<file path="src/rtl/clk_run_ctrl.sv">
// rtl/clk_run_ctrl.sv - run/halt/single-step controller for the CPU clock domain
module clk_run_ctrl #(
  parameter int DIV_W    = 8,
  parameter int DEF_DIV  = 3,
  parameter int STEP_W   = 16,
  parameter int RST_HOLD = 4
) (
  input  logic              clk,
  input  logic              rst,
  input  logic              cmd_valid,
  output logic              cmd_ready,
  input  logic [1:0]        cmd_op,
  input  logic [STEP_W-1:0] cmd_arg,
  output logic              cpu_ce,
  output logic              dclk,
  output logic              cpu_rst,
  output logic              running,
  output logic              step_done,
  output logic [31:0]       cycle_cnt
);

  localparam int HW = (RST_HOLD > 1) ? $clog2(RST_HOLD) : 1;
  localparam logic [1:0] OP_HALT    = 2'b00;
  localparam logic [1:0] OP_RUN     = 2'b01;
  localparam logic [1:0] OP_STEP    = 2'b10;
  localparam logic [1:0] OP_SET_DIV = 2'b11;
  localparam logic [DIV_W-1:0]  DIV_ONE  = 1;
  localparam logic [STEP_W-1:0] STEP_ONE = 1;
  localparam logic [HW-1:0]     HOLD_ONE = 1;
  localparam logic [HW-1:0]     HOLD_END = HW'(RST_HOLD - 1);

  typedef enum logic [1:0] {S_HOLD, S_HALT, S_RUN, S_STEP} state_t;

  state_t            state, state_d;
  logic [DIV_W-1:0]  div, pcnt;
  logic [STEP_W-1:0] remaining, remaining_d;
  logic [HW-1:0]     hold_cnt, hold_cnt_d;
  logic              cpu_rst_d, step_done_d;
  logic              tick, accept, issue;

  assign tick      = (pcnt == div);
  assign cmd_ready = !rst && (state != S_HOLD);
  assign accept    = cmd_valid && cmd_ready;
  assign running   = (state == S_RUN) || (state == S_STEP);
  // The tick on an accept edge is judged against the state before the command.
  assign issue     = tick && running;

  always_comb begin
    state_d     = state;
    remaining_d = remaining;
    hold_cnt_d  = hold_cnt;
    cpu_rst_d   = cpu_rst;
    step_done_d = 1'b0;

    case (state)
      S_HOLD: begin
        if (tick) begin
          if (hold_cnt == HOLD_END) begin
            state_d   = S_HALT;
            cpu_rst_d = 1'b0;
          end else begin
            hold_cnt_d = hold_cnt + HOLD_ONE;
          end
        end
      end
      S_STEP: begin
        if (tick) begin
          remaining_d = remaining - STEP_ONE;
          if (remaining == STEP_ONE) begin
            state_d     = S_HALT;
            step_done_d = 1'b1;
          end
        end
      end
      default: ;
    endcase

    // Commands override the tick-driven transition; accept never happens in HOLD.
    if (accept) begin
      case (cmd_op)
        OP_HALT: state_d = S_HALT;
        OP_RUN:  state_d = S_RUN;
        OP_STEP: begin
          if (cmd_arg == '0) begin
            state_d     = S_HALT;
            step_done_d = 1'b1;
          end else begin
            state_d     = S_STEP;
            remaining_d = cmd_arg;
          end
        end
        default: ;
      endcase
    end
  end

  always_ff @(posedge clk) begin
    if (rst) begin
      state     <= S_HOLD;
      remaining <= '0;
      hold_cnt  <= '0;
      cpu_rst   <= 1'b1;
      step_done <= 1'b0;
      cpu_ce    <= 1'b0;
      dclk      <= 1'b0;
      cycle_cnt <= '0;
      div       <= DIV_W'(DEF_DIV);
      pcnt      <= '0;
    end else begin
      state     <= state_d;
      remaining <= remaining_d;
      hold_cnt  <= hold_cnt_d;
      cpu_rst   <= cpu_rst_d;
      step_done <= step_done_d;
      cpu_ce    <= issue;
      if (issue) begin
        dclk      <= ~dclk;
        cycle_cnt <= cycle_cnt + 32'd1;
      end
      if (accept && (cmd_op == OP_SET_DIV)) begin
        div  <= cmd_arg[DIV_W-1:0];
        pcnt <= '0;
      end else if (tick) begin
        pcnt <= '0;
      end else begin
        pcnt <= pcnt + DIV_ONE;
      end
    end
  end

endmodule

</file>
<file path="config.mk">
export PLATFORM = sky130hd
export DESIGN_NAME = clk_run_ctrl
export DESIGN_NICKNAME = d
export VERILOG_FILES = /design/src/rtl/clk_run_ctrl.sv
export SDC_FILE = /design/constraint.sdc
export NUM_CORES = 1
export LEC_CHECK = 0
export CAP_MARGIN = 20
export CORE_ASPECT_RATIO = 1.75
export CORE_MARGIN = 2
export CORE_UTILIZATION = 53
export DETAILED_ROUTE_END_ITERATION = 8
export PLACE_DENSITY = 0.8
export SETUP_SLACK_MARGIN = 0.1
export SYNTH_ARGS = -nofsm -noshare
export SYNTH_HDL_FRONTEND = slang
export SYNTH_SLANG_ARGS = --single-unit
export TNS_END_PERCENT = 5
</file>
<file path="constraint.sdc">
create_clock -name clk -period 2.7 [get_ports clk]
set_clock_uncertainty 0.05 [all_clocks]
set_input_delay 0.54 -clock clk [delete_from_list [all_inputs] [get_ports clk]]
set_output_delay 0.54 -clock clk [all_outputs]
set_load 0.02 [all_outputs]
</file>
# Yosys cells after proc, flatten, opt, wreduce, memory -nomap -nowiden
# Cells that the tools add are included.
# word_totals
output_inout_bits,38
in_bits,21
wordCells,56
ff_bits,72
# op_classes
n_eq_ne,8
reduce_logical,13
add_sub_neg,4
muxes,19
n_bitwise,2
# ops
operator,count
two-way mux 16 bit,5
adder 32 x 1 -> 32 bit (second input constant),1
equality test 16 x 1 -> 1 bit (second input constant),1
zero test 16 bit,1
subtractor 16 x 1 -> 16 bit (second input constant),1
two-way mux 2 bit,6
equality test 2 bit (second input constant),5
adder 8 x 1 -> 8 bit (second input constant),1
equality test 8 bit,1
two-way mux 1 bit,6
case mux 2 bit (3 select lines),1
AND reduction 3 bit,2
logical AND 1 bit,4
zero test 2 bit,2
case mux 2 bit (2 select lines),1
OR reduction 3 bit,1
adder 2 x 1 -> 2 bit (second input constant),1
equality test 2 x 1 -> 1 bit (second input constant),1
inverter 1 bit,2
nonzero test 2 bit,1
zero test 1 bit,1
logical OR 1 bit,1

# Longest topological paths before layout
# Gate-level depths: netlist of run 1.
# logic_depth
ltp_word,7
mapped_depth,9
depth_no_buf,7

# Worst setup path after synthesis of run 1
# Ideal clock, no wire load.
# synth_timing
kind,flip-flop to flip-flop
startpoint,register remaining[2]
endpoint,register remaining[14]
stages_incl_launch_ff,7
arrival_ns,2.283
setup_time_ns,0.091
setup_slack_ns,0.277
required_time_ns,2.559
n_path_buf,1
period_less_slack_ns,2.423
cell_sequence,dfxtp_1 -> or4_4 -> or3_1 -> buf_2 -> or4_4 -> or3_1 -> a311oi_1
# synth_between
elab_chain_cells,6
# synth_rtl
element,line,text
"start, declared",36,"logic [STEP_W-1:0] remaining, remaining_d;"
"start signal, assigned",111,remaining <= remaining_d;
subtractor 16 x 1 -> 16 bit *,68,remaining_d = remaining - STEP_ONE;
two-way mux 16 bit *,67,if (tick) begin
two-way mux 16 bit *,55,case (state)
two-way mux 16 bit,84,if (cmd_arg == '0) begin
two-way mux 16 bit,80,case (cmd_op)
two-way mux 16 bit *,79,if (accept) begin
# Every way passes the cells marked *; elsewhere a longest branch is shown, timed or not.
# A chain may end at the register's enable or synchronous reset.

# Worst setup path after layout of run 1
# layout_timing
startpoint,register state[0]
endpoint,output port running
# layout_between
elab_chain_cells,2
word_cells_on_any_way,3
classes_between,2 x eq/ne; 1 x reduce/logical
# layout_rtl
element,line,text
"start, declared",34,"state_t state, state_d;"
"start signal, assigned",110,state <= state_d;
equality test 2 bit,44,assign running = (state == S_RUN) || (state == S_STEP);
logical OR 1 bit *,44,
"end, declared",17,"output logic running,"
# Marked as above.

==> results of run 1 <==
final cells by class:
type | instances | area, sq um | area share
Clock buffer | 10 | 239 | 0.0504
Clock inverter | 5 | 105 | 0.0222
Inverter | 21 | 78.8 | 0.0166
Multi-Input combinational cell | 314 | 2020 | 0.427
Sequential cell | 72 | 1440 | 0.304
Tap cell | 82 | 103 | 0.0216
Timing Repair Buffer | 78 | 751 | 0.158
state kept, by name, indices dropped and copies added (netlist names):
register / cells
hold_cnt: 2
div: 8
cpu_rst: 1
cpu_ce: 1
dclk: 1
cycle_cnt: 32
pcnt: 8
remaining: 16
step_done: 1
state: 2
routing by layer:
metal | share of wire | vias up
li1 | - | 1706
met1 | 0.36 | 1679
met2 | 0.56 | 103
met3 | 0.041 | 24
met4 | 0.035 | 0
met5 | 0 | -
worst max-delay path by stage:
stage                                    start                    endpoint  slack, ps
CTS                        state[0]$_SDFF_PP0_                     running        160
finish                     state[0]$_SDFF_PP0_                     running        170
global route        cycle_cnt[13]$_SDFFE_PP0P_  cycle_cnt[31]$_SDFFE_PP0P_         70
detailed placement                  cmd_arg[2]     remaining[9]$_SDFF_PP0_         20
global placement                    cmd_arg[2]     remaining[9]$_SDFF_PP0_         40
floorplan              remaining[2]$_SDFF_PP0_    remaining[14]$_SDFF_PP0_        280
power groups by stage:
stage | Sequential [uW] | Combinational [uW] | Clock [uW]
3_3_place_gp | 1100 | 136 | 0
5_1_grt | 1080 | 154 | 1420
4_1_cts | 1080 | 141 | 1380
6_report | 1080 | 142 | 1370
2_1_floorplan | 1100 | 68.4 | 0
3_5_place_dp | 1100 | 139 | 0
Yosys cell counts, types with 2 or more instances:
cell type,count
nand2_1,20
nand4_1,13
a311oi_1,5
nor2b_1,3
a211o_1,2
nor2_1,57
or4_4,2
a2111oi_0,2
or3_1,17
or4_1,17
nand3_1,17
mux2i_1,9
dfxtp_1,72
and4_1,2
nor4_1,17
nor4b_1,5
xor2_1,3
o21ai_0,9
inv_1,21
or4b_2,2
and2_1,2
ha_1,8
a21oi_1,21
clkbuf_1,21
o31ai_1,16
or2_2,3
and3_1,3
a31o_2,2
a211oi_1,5
xnor2_1,31
nor3_1,7
buf_1,2
critical path, stage by stage (launching register included):
cell and delay (ps):
dfxtp_1 330, ha_1 310, nor2_1 320, inv_1 90, clkdlybuf4s50_1 550
timing repair:
item	CTS	global route
hold endpoints to repair	0	0
gates resized for setup	0	1
setup endpoints to repair	0	13
hold buffers	0	0
logic make-up after synthesis:
family | count (synthesis) | share of synthesized area
AOI/OAI and AO/OA | 71 | 0.133
xor gates and xnor gates | 34 | 0.0820
adders and majority gates | 8 | 0.0276
buffers and inverters | 45 | 0.0469
DFF | 72 | 0.397
muxes | 10 | 0.0279
and+or+nand+nor | 191 | 0.285
per-stage QoR:
step                      setup slack, ps  cell area [sq um]  utilization
after CTS                             158               4740        0.719
final                                 166               4740        0.720
after global routing                 70.6               4740        0.720
after floorplan                       277               3630            -
after global placement               36.3               4390        0.667
after detailed placement             22.2               4390        0.667
==> out/metrics.csv, run 1 <==
stage;metric;value;unit
run_status;status;complete, no violations;
finish;fillCellCount;524;
logic_synthesis;synth_top_cell_by_area;dfxtp_1;
finish;final_common_cell;dfxtp_1;
floorplan;die_w;66.6;microns
power_and_ir_drop;clockPowerShare;0.528;
sta;rsz0062_at_grt;true;
sta;final_hold_viol_count;0;
global_route;grt_max_degree;40;
finish;mostFrequentLayoutCells;dfxtp_1, nor2_1, clkdlybuf4s50_1;
logic_synthesis;yosysWarnings;0;
logic_synthesis;synthArstFlopShare;0;
detailed_routing;drc;0;
worst_setup_path;rr_worst_depth;5;
detailed_routing;wl_per_cell;15.9;microns
sta;min_period;2530;ps
worst_setup_path;reg2reg_to;remaining[14]$_SDFF_PP0_;
finish;antenna_cells;0;
clock_tree;cts_tree;built;
global_route;grtUsageTotal;0.271;
worst_setup_path;arrival;1940;ps
sta;drv_slew;0;
floorplan;num_io_pins;59;
clock_tree;htree_levels;3;
worst_hold_path;min_from;cpu_rst$_SDFFE_PP1P_;
finish;layout.cells.non_filler;582;
global_route;grt_antenna_before_repair;0;
clock_tree;cts_setup_buffers;0;
logic_synthesis;synthesis.area;3630;sq um
worst_setup_path;path_class;flip-flop to output port;
power_and_ir_drop;p_leak;0.00157;uW
detailed_routing;wirelength;9250;microns
detailed_routing;vias;3512;
clock_tree;cts_sinks;72;
power_and_ir_drop;p_int;2050;uW
sta;fin_setup_tns;0;ps
worst_setup_path;crit_required;2110;ps
finish;nets;525;
sta;tightest_slew;563;ps
finish;drive_gt1_frac;0.0980;
power_and_ir_drop;ir_drop;0.508;mV
worst_hold_path;holdPathEnd;cpu_rst$_SDFFE_PP1P_;
sta;setup_viol;0;
place;dp_cells;567;
clock_tree;root_buffer;clkbuf_16;
power_and_ir_drop;total_power;2590;uW
detailed_routing;antenna_left;0;
floorplan;rows;39;
detailed_routing;via_per_inst;6.03;
detailed_routing;drt_iter0_drc;231;
worst_setup_path;start_kind;flip-flop;
sta;relSlewSlack;0.622;
power_and_ir_drop;power_switching;534;uW
sta;fin_crit_sh;0.938;
floorplan;initial_core_util;0.551;
global_route;top_usage_layer;met2;
global_route;gr-usage-met1;0.285;
logic_synthesis;synth_nets;460;
finish;syn_to_final_growth;30.6;%
logic_synthesis;synth_top_flop_cell;dfxtp_1;
logic_synthesis;synthCells;431;
worst_setup_path;r2r_start;remaining[3]$_SDFF_PP0_;
place;dp_hpwl;6660;microns
floorplan;die-area;7550;sq um
global_route;grt_pass1_vias;3454;
logic_synthesis;yosysUniqueCellTypes;47;
logic_synthesis;synth_edf_count;0;
global_route;grtUsageMet2;0.486;
flow_run;maxCapViolCount;0;
worst_hold_path;min_path_type;flip-flop to flip-flop;
logic_synthesis;yosysSeqAreaShare;0.397;
power_and_ir_drop;p_sw_frac;0.207;
place;port_buffers;58;
worst_setup_path;worstPathMaxFanout;7;
clock_tree;cts_buffer_depth;2;
power_and_ir_drop;p_comb_frac;0.055;
worst_setup_path;cp-end-kind;output port;
power_and_ir_drop;pwr-share-seq;0.417;
logic_synthesis;syn_avg_cell_area;8.42;sq um
floorplan;die_y;113;microns
clock_tree;clk_pin_slew;50;ps
detailed_routing;firstDrtPassIters;4;
global_route;grt_use_met3;0.0582;
clock_tree;cts_made_buffers;9;
power_and_ir_drop;power_density;545;nW/um^2
clock_tree;clk_latency;340;ps
sta;holdWs;416;ps
worst_setup_path;r2r_slack;190;ps
place;place.gp.congestion;0.876;
logic_synthesis;ys_seq_elements;72;
sta;fmax;395;MHz
logic_synthesis;synth.area.top_cells;dfxtp_1, xnor2_1, nor2_1;
global_route;grt_pass1_wl;15900;microns
logic_synthesis;synth_top_area_share;0.397;
floorplan;core;6590;sq um
global_route;grt-ovfl-total;0;
worst_hold_path;worstHoldPathCells;1;
(Power assumes the default switching activity.)
==> inputs of run 2 (changes only) <==
- HOLD_SLACK_MARGIN: not set -> 0.15
==> results of run 2 <==
No change in the layout: final DEF, timing and power equal those of run 1.
